## src/rtl/method_arb_pkg.sv

```systemverilog
// Shared widths, defaults and FSM state codes for the method-call arbiter.
package method_arb_pkg;
    localparam int DEF_N_REQ    = 4;
    localparam int DEF_ARG_W    = 32;
    localparam int DEF_RET_W    = 32;
    localparam int DEF_START_TO = 15;

    typedef logic [2:0] state_t;

    localparam state_t ST_IDLE       = 3'd0;
    localparam state_t ST_ISSUE      = 3'd1;
    localparam state_t ST_WAIT_START = 3'd2;
    localparam state_t ST_WAIT_DONE  = 3'd3;
    localparam state_t ST_RESP       = 3'd4;
endpackage

```

## src/rtl/rr_arbiter.sv

```systemverilog
// Combinational round-robin pick: first set request at or after ptr_i, wrapping mod N_REQ.
module rr_arbiter #(
    parameter int N_REQ = 4,
    parameter int IDX_W = 2
) (
    input  logic [N_REQ-1:0] req_i,
    input  logic [IDX_W-1:0] ptr_i,
    output logic [N_REQ-1:0] grant_o,
    output logic [IDX_W-1:0] idx_o,
    output logic             any_o
);
    localparam logic [IDX_W:0] N_W = (IDX_W+1)'(N_REQ);

    logic [IDX_W:0]   j;
    logic [IDX_W-1:0] jn;

    always_comb begin
        grant_o = '0;
        idx_o   = '0;
        any_o   = 1'b0;
        j       = '0;
        jn      = '0;
        for (int k = 0; k < N_REQ; k++) begin
            // ptr is always < N_REQ, so a single subtract handles the wrap
            j = {1'b0, ptr_i} + (IDX_W+1)'(k);
            if (j >= N_W) j = j - N_W;
            jn = j[IDX_W-1:0];
            if (!any_o && req_i[jn]) begin
                any_o       = 1'b1;
                idx_o       = jn;
                grant_o[jn] = 1'b1;
            end
        end
    end
endmodule

```

## src/rtl/method_call_arbiter.sv

```systemverilog
// Shares one method port among N_REQ clients: round-robin grant, one call at a time,
// start timeout, latched return handed back with a one-cycle done pulse.
module method_call_arbiter
    import method_arb_pkg::*;
#(
    parameter int N_REQ    = DEF_N_REQ,
    parameter int ARG_W    = DEF_ARG_W,
    parameter int RET_W    = DEF_RET_W,
    parameter int START_TO = DEF_START_TO
) (
    input  logic               clk_i,
    input  logic               reset_ni,
    input  logic [N_REQ-1:0]       cli_req_i,
    input  logic [N_REQ*ARG_W-1:0] cli_x_i,
    input  logic [N_REQ*ARG_W-1:0] cli_y_i,
    output logic [N_REQ-1:0]   cli_busy_o,
    output logic [N_REQ-1:0]   cli_done_o,
    output logic [RET_W-1:0]   cli_return_o,
    output logic               cli_err_o,
    output logic               m_req_o,
    output logic [ARG_W-1:0]   m_x_o,
    output logic [ARG_W-1:0]   m_y_o,
    input  logic               m_busy_i,
    input  logic [RET_W-1:0]   m_return_i
);
    localparam int IDX_W = (N_REQ > 1) ? $clog2(N_REQ) : 1;
    localparam int CNT_W = $clog2(START_TO + 1);
    localparam logic [IDX_W-1:0] LAST_IDX = IDX_W'(N_REQ - 1);
    localparam logic [CNT_W-1:0] CNT_MAX  = CNT_W'(START_TO);

    state_t           state_q, state_d;
    logic [IDX_W-1:0] ptr_q, ptr_d, gidx_q, gidx_d;
    logic [N_REQ-1:0] gnt_q, gnt_d, busy_q, busy_d, done;
    logic [CNT_W-1:0] cnt_q, cnt_d;
    logic             err_q, err_d;
    logic [ARG_W-1:0] mx_q, mx_d, my_q, my_d;
    logic [RET_W-1:0] ret_q, ret_d;

    logic [N_REQ-1:0] arb_gnt;
    logic [IDX_W-1:0] arb_idx;
    logic             arb_any;

    rr_arbiter #(.N_REQ(N_REQ), .IDX_W(IDX_W)) u_rr (
        .req_i  (cli_req_i),
        .ptr_i  (ptr_q),
        .grant_o(arb_gnt),
        .idx_o  (arb_idx),
        .any_o  (arb_any)
    );

    assign done = (state_q == ST_RESP) ? gnt_q : '0;

    always_comb begin
        state_d = state_q;
        ptr_d   = ptr_q;
        gidx_d  = gidx_q;
        gnt_d   = gnt_q;
        cnt_d   = cnt_q;
        err_d   = err_q;
        mx_d    = mx_q;
        my_d    = my_q;
        ret_d   = ret_q;
        unique case (state_q)
            ST_IDLE: if (arb_any) begin
                gidx_d  = arb_idx;
                gnt_d   = arb_gnt;
                mx_d    = cli_x_i[arb_idx*ARG_W +: ARG_W];
                my_d    = cli_y_i[arb_idx*ARG_W +: ARG_W];
                err_d   = 1'b0;
                state_d = ST_ISSUE;
            end
            ST_ISSUE: begin
                cnt_d   = '0;
                state_d = ST_WAIT_START;
            end
            ST_WAIT_START: begin
                if (m_busy_i) begin
                    state_d = ST_WAIT_DONE;
                end else if (cnt_q == CNT_MAX) begin
                    err_d   = 1'b1;
                    state_d = ST_RESP;
                end else begin
                    cnt_d = cnt_q + 1'b1;
                end
            end
            ST_WAIT_DONE: if (!m_busy_i) begin
                ret_d   = m_return_i;
                state_d = ST_RESP;
            end
            ST_RESP: begin
                ptr_d   = (gidx_q == LAST_IDX) ? '0 : gidx_q + 1'b1;
                state_d = ST_IDLE;
            end
            default: state_d = ST_IDLE;
        endcase
    end

    // A client that drops its request is only forgotten if it is not the one in service.
    always_comb begin
        busy_d = busy_q;
        for (int i = 0; i < N_REQ; i++) begin
            if (cli_req_i[i])                               busy_d[i] = 1'b1;
            else if (!(state_q != ST_IDLE && gnt_q[i]))     busy_d[i] = 1'b0;
        end
        busy_d = busy_d & ~done;
    end

    always_ff @(posedge clk_i or negedge reset_ni) begin
        if (!reset_ni) begin
            state_q <= ST_IDLE;
            ptr_q   <= '0;
            gidx_q  <= '0;
            gnt_q   <= '0;
            cnt_q   <= '0;
            err_q   <= 1'b0;
            mx_q    <= '0;
            my_q    <= '0;
            ret_q   <= '0;
            busy_q  <= '0;
        end else begin
            state_q <= state_d;
            ptr_q   <= ptr_d;
            gidx_q  <= gidx_d;
            gnt_q   <= gnt_d;
            cnt_q   <= cnt_d;
            err_q   <= err_d;
            mx_q    <= mx_d;
            my_q    <= my_d;
            ret_q   <= ret_d;
            busy_q  <= busy_d;
        end
    end

    assign m_req_o      = (state_q == ST_ISSUE);
    assign m_x_o        = mx_q;
    assign m_y_o        = my_q;
    assign cli_done_o   = done;
    assign cli_err_o    = (state_q == ST_RESP) && err_q;
    assign cli_return_o = ret_q;
    assign cli_busy_o   = busy_q;
endmodule

```

## config.mk

```make
export PLATFORM = sky130hd
export DESIGN_NAME = method_call_arbiter
export DESIGN_NICKNAME = d
export VERILOG_FILES = /design/src/rtl/method_arb_pkg.sv /design/src/rtl/rr_arbiter.sv /design/src/rtl/method_call_arbiter.sv
export SDC_FILE = /design/constraint.sdc
export NUM_CORES = 1
export LEC_CHECK = 0
export ABC_AREA = 1
export BUFFER_PORTS_ARGS = -buffer_cell sky130_fd_sc_hd__buf_2
export CORE_AREA = 10 10 146 148
export CTS_CLUSTER_DIAMETER = 50
export DETAILED_ROUTE_END_ITERATION = 7
export DIE_AREA = 0 0 156 158
export HOLD_SLACK_MARGIN = 0.05
export PLACE_DENSITY_LB_ADDON = 0.05
export SETUP_SLACK_MARGIN = 0.15
export SYNTH_ARGS = -nofsm -noshare
export SYNTH_HDL_FRONTEND = slang
export SYNTH_SLANG_ARGS = --single-unit
```

## constraint.sdc

```tcl
create_clock -name clk_i -period 2.3 [get_ports clk_i]
set_clock_uncertainty 0.15 [all_clocks]
set_input_delay 0.46 -clock clk_i [delete_from_list [all_inputs] [get_ports clk_i]]
set_output_delay 0.46 -clock clk_i [all_outputs]
set_load 0.02 [all_outputs]
```

==> impl_metrics.ini, run 1 <==
[clocking]
cts_made_buffers = 17
ctsRootBufferMaster = clkbuf_16
path_clk_slew_ps = 60
cts_sinks = 116
clockBufferDepth = 2
clock_latency_ps = 410
htree_levels = 4
cts_tree = yes

[sta]
fin_crit_ps = 2360
finalHoldViolCount = 0
period_share = 1.03
grt_setup_unrepaired = yes
fmax_mhz = 424
finalMaxSlewViolations = 0
slew_headroom = 0.666
setup_violations = 40
hold_ws_ps = 120
tightest_slew_ps = 500
setup_ws_ps = -58.8
finalSetupTns_ps = -613

[power_and_ir_drop]
p_leak_nw = 6.44
p_per_area_mw_per_mm2 = 1720
irDropWorstVdd_mv = 0.778
power_mw = 19.2

[global_routing]
track_usage = 0.228
grt_util_met2 = 0.402
use_met3 = 0.0738
overflow = 0
first_global_vias = 8511
grt_start_max_net_pins = 47
busiest_layer = met2
grt_first_pass_wirelength_um = 44400
antenna_found_initial = 8
grtUsageMet1 = 0.243

[critical_path]
path_cells = inv_4 -> ha_4 -> nand3_2 -> nand2_4 -> nor2_4 -> buf_4 -> nand2_1 -> nand3_2 -> nand2_4 -> inv_4 -> nor2_4 -> buf_12 -> clkbuf_16 -> nand3_1 -> nand3_1
r2r_start = ptr_q[0]
r2r_setup_slack_ps = -60
endpoint_kind = flop
start_kind = flop
critPathKind = reg2reg
worstPathArrival_ps = 2560
reg2reg_to = m_y_o[20]
max_stage_delay_ps = 400
ff2ff_path_depth = 15
crit_family = simple AND/OR/NAND/NOR gates
required_ps = 2500
slowest_stage = dfrtp_1
cp_max_fo = 8
path_buf_inv = 5

[placed_design]
dpl.hpwl_um = 22900
portBuffers = 400
gp_congestion = 0.872
dpl.cell_count = 1684
place_area_mm2 = 0.00999

[floorplan]
row_count = 50
die_x_um = 156
boundaryPins = 401
start_util = 0.403
die_area_mm2 = 0.0246
fp.dieH_um = 158
coreArea_mm2 = 0.0185

[yosys]
yosys-top-cells-count = 334 x nand2_1, 186 x nand3_1, 170 x inv_1, 116 x dfrtp_1, 43 x or2_2
syn_inst = 1058
avgSynthCellArea_um2 = 7.04
synth_top_area_cell = dfrtp_1
syn-num-nets = 1360
ys_ff_latch = 116
async_reset_ff_frac = 1.00
synth_top_area_share = 0.390
netlist_area_mm2 = 0.00745
synth-edff-count = 0
yosysSeqAreaShare = 0.390
yosys_most_used_dff = dfrtp_1
yosysUniqueCellTypes = 35
synth_area_leaders = dfrtp_1 39%, nand2_1 17%, nand3_1 13%
yosysWarnings = 0
yosysMostFrequentCell = nand2_1

[drt]
drtAntennaViolNets = 0
drcViolationCount = 0
first_pass_iters = 4
wl_per_cell_um = 17.1
via_count = 8357
wl_um = 29800
drt_iter0_drc = 348
viasPerCell = 4.80

[layout]
area_delta_synth_final_pct = 49.9
stdcell_count = 1742
drive_gt1_frac = 0.420
fillerInstances = 1785
final_area_mm2 = 0.0112
final_nets = 1793

[hold_path]
holdPathEnd = cli_return_o[23]
min_from = m_return_i[23]
min_path_cells = 2
hold_class = in2reg

[run]
drv_cap = 0

[run_status]
outcome = complete, but fails checks
violations = setup timing
==> per-stage QoR <==
stage	util	worst slack, ps
after CTS	0.588	-15.1
after global routing	0.605	-157
after floorplan	-	72.1
after global placement	0.542	-70.9
after detailed placement	0.542	-71.0
final	0.605	-58.8
==> power breakdown <==
part	switching, mW	internal (mW)	total (mW)
clock	1.10	1.53	2.63
sequential	0.522	3.07	3.60
combinational	7.64	5.35	13.0
==> timing repair <==
item                                    4_1_cts  5_1_grt
hold buffers                                  1        0
resized for setup                            37       49
setup buffers                                10        5
cloned                                        2        4
pin swaps                                     4       13
endpoints found under the setup margin       75       79
hold endpoints to repair                     22        0
==> cells in the final DEF (no fill, tap or decap), types with 16 or more instances in the layout <==
master	n
nor2_1	16
mux2_2	32
buf_2	394
clkbuf_16	20
or2_2	43
inv_1	166
o211ai_1	21
dfrtp_1	115
buf_4	37
nand3_1	178
nand2_1	323
==> area by class of cell <==
class,count,area [µm²],share of cell area
Inverter,175,688,0.0617
Antenna cell,4,10.0,0.000897
Clock inverter,15,165,0.0148
Clock buffer,17,425,0.0381
Tap cell,234,293,0.0262
Sequential cell,116,2900,0.260
Timing Repair Buffer,468,2870,0.257
Multi-Input combinational cell,713,3800,0.341
==> state kept, by name (all words and copies together) (netlist names) <==
signal and cells:
cli_busy_o 4, cli_return_o 32, cnt_q 4, err_q 1, gidx_q 2, gnt_q 4, m_x_o 32, m_y_o 32
ptr_q 2, state_q 3
==> worst register-to-register path, cell delays in order, from the launching register on <==
cell and delay, ps:
dfrtp_1 400, inv_4 60, ha_4 310, nand3_2 120, nand2_4 110, nor2_4 50, buf_4 130, nand2_1 70
nand3_2 100, nand2_4 130, inv_4 60, nor2_4 120, buf_12 160, clkbuf_16 170, nand3_1 90, nand3_1 80
==> metal layers <==
layer	up-vias	share of wire	wire length, µm
li1	4193	-	-
met1	3799	0.37	10900
met2	303	0.52	15600
met3	58	0.077	2300
met4	4	0.033	974
met5	-	0.00070	21
==> worst max path at each step <==
stage | end | cells past startpoint | slack (ps) | from
4_1_cts | m_y_o[24] | 15 | -20 | ptr_q[0]
5_1_grt | m_x_o[21] | 14 | -160 | ptr_q[0]
2_1_floorplan | m_x_o[12] | 14 | 70 | ptr_q[0]
3_5_place_dp | m_y_o[0] | 13 | -70 | cli_req_i[0]
6_report | m_y_o[20] | 15 | -60 | ptr_q[0]
3_3_place_gp | m_y_o[0] | 13 | -70 | cli_req_i[0]
==> cells by family after synthesis <==
| logic type | after synthesis | share of synthesized area |
|---|---|---|
| AO/OA/AOI/OAI | 54 | 0.0459 |
| buffers and inverters | 230 | 0.130 |
| adder cells (fa/ha/maj) | 7 | 0.0118 |
| AND/OR/NAND/NOR | 619 | 0.374 |
| multiplexers | 32 | 0.0484 |
| flip-flops | 116 | 0.390 |
(Power assumes the default switching activity.)
==> run 2, diff against run 1 <==
SETUP_SLACK_MARGIN = 0.1   (was 0.15)
==> impl_metrics.ini, run 2 (synthesis results as in run 1) <==
[run_status]
outcome = complete, but fails checks
violations = setup timing

[power_and_ir_drop]
switchingPower_mw = 10.1
p_per_area_mw_per_mm2 = 1830
power_frac_seq = 0.170
power_frac_comb = 0.698
irDropWorstVdd_mv = 0.901
p_leak_nw = 6.68
switching_share = 0.472
p_clk_frac = 0.132
p_int_mw = 11.3

[global_routing]
overflow = 0
antenna_found_initial = 8
first_global_vias = 8363
grt_start_max_net_pins = 75
grt_first_pass_wirelength_um = 44600
track_usage = 0.231

[sta]
setup_ws_ps = -144
fmax_mhz = 409
grt_setup_unrepaired = yes
period_share = 1.06
fin_crit_ps = 2440
setup_violations = 62
finalHoldViolCount = 0
tightest_slew_ps = 439
hold_ws_ps = 120
finalMaxSlewViolations = 0
slew_headroom = 0.705

[placed_design]
dpl_worst_slack_ps = -110
gp_congestion = 0.925
portBuffers = 400
dpl.hpwl_um = 23500

[critical_path]
cp_max_fo = 8
required_ps = 2430
r2r_setup_slack_ps = -140
path_cells = inv_4 -> ha_4 -> inv_4 -> nand3_2 -> nand2_2 -> a21oi_2 -> nand2_2 -> nand2_8 -> nand2_8 -> clkbuf_16 -> buf_4 -> o211ai_1 -> nand3_1
endpoint_kind = flop
max_stage_delay_ps = 400
path_buf_inv = 4
slowest_stage = dfrtp_1
critPathKind = reg2reg
start_kind = flop
worstPathArrival_ps = 2580
crit_family = simple AND/OR/NAND/NOR gates

[clocking]
path_clk_slew_ps = 60
ctsRootBufferMaster = clkbuf_16
cts_sinks = 116
cts_tree = yes
htree_levels = 4
cts_made_buffers = 17
clockBufferDepth = 2
clock_latency_ps = 410

[run]
drv_cap = 0

[layout]
final_cell_mix = 397 x buf_2, 301 x nand2_1, 167 x inv_1
layout_commonest_cell = buf_2
drive_gt1_frac = 0.456
area_delta_synth_final_pct = 56.6
final_nets = 1809

[hold_path]
hold_class = in2reg

[drt]
viasPerCell = 4.83
drtAntennaViolNets = 0
drt_iter0_drc = 426
first_pass_iters = 4
drcViolationCount = 0
wl_per_cell_um = 17.9
via_count = 8513
wl_um = 31600

[floorplan]
row_count = 50
fp.dieH_um = 158
die_area_mm2 = 0.0246
coreArea_mm2 = 0.0185
start_util = 0.403
die_x_um = 156
boundaryPins = 401
-- run 2: cell types whose count changed in the layout (fill, tap and decap cells not counted), sizes merged --
cell	change
buf	+9
bufinv	+2
diode	+3
clkinv	-4
inv	+1
clkinvlp	+1
nand2	+1
clkbuf	+6
-- run 2: cell type report --
class / count / area (µm²)
clock buffers: 17 / 425
diodes: 7 / 17.5
fillers: 1694 / 6800
well taps: 234 / 293
repair buffers: 483 / 3120
flip-flops and latches: 116 / 2900
clock inverters: 15 / 195
multi-input cells: 714 / 4030
inverters: 175 / 679
-- run 2: stage by stage --
step	power, mW	util	area [µm²]	cells	TNS, ps
after global placement	15.1	0.545	10100	1691	-450
after detailed placement	15.3	0.545	10100	1691	-4090
after CTS	18.7	0.587	10800	1728	-1080
final	21.3	0.632	11700	1761	-4460
after floorplan	11.6	-	7550	1058	0
after global routing	22.9	0.631	11700	1759	-10960
-- run 2: final timing paths --
path	start	endpoint	cells past startpoint
hold / removal	m_return_i[20]	cli_return_o[20]	2
setup reg to reg	ptr_q[0]	m_y_o[15]	13
setup / recovery	ptr_q[0]	m_y_o[15]	13
hold reg to reg	m_x_o[29]	m_x_o[29]	2
max in group asynchronous	reset_ni	ptr_q[1]	3
min in group asynchronous	reset_ni	m_x_o[7]	2
-- run 2: routing by layer --
layer | GRT usage | up-vias | wire, µm
li1 | - | 4225 | -
met1 | 0.249 | 3910 | 11700
met2 | 0.410 | 323 | 16700
met3 | 0.0708 | 51 | 2300
met4 | 0.0994 | 4 | 910
met5 | 0 | - | 27
-- run 2: power groups by stage --
stage | clock (mW) | combinational [mW] | sequential (mW)
finish | 2.83 | 14.9 | 3.62
global route | 2.95 | 16.2 | 3.74
CTS | 2.87 | 12.2 | 3.62
detailed placement | 0 | 11.7 | 3.61
global placement | 0 | 11.5 | 3.60
floorplan | 0 | 6.95 | 4.63
-- run 2: worst reg2reg max path, stage by stage, from the launching register on --
cell       delay, ps
dfrtp_1          400
inv_4             60
ha_4             310
inv_4             60
nand3_2           70
nand2_2           80
a21oi_2          170
nand2_2          110
nand2_8          140
nand2_8          130
clkbuf_16        190
buf_4            130
o211ai_1         180
nand3_1          120
-- run 2: timing repair --
item | CTS | global route
setup endpoints to repair | 73 | 77
buffers inserted | 2 | 13
hold endpoints to repair | 116 | 0
cloned | 2 | 13
pin swaps | 3 | 24
resized for setup | 22 | 109
hold buffers | 1 | 0
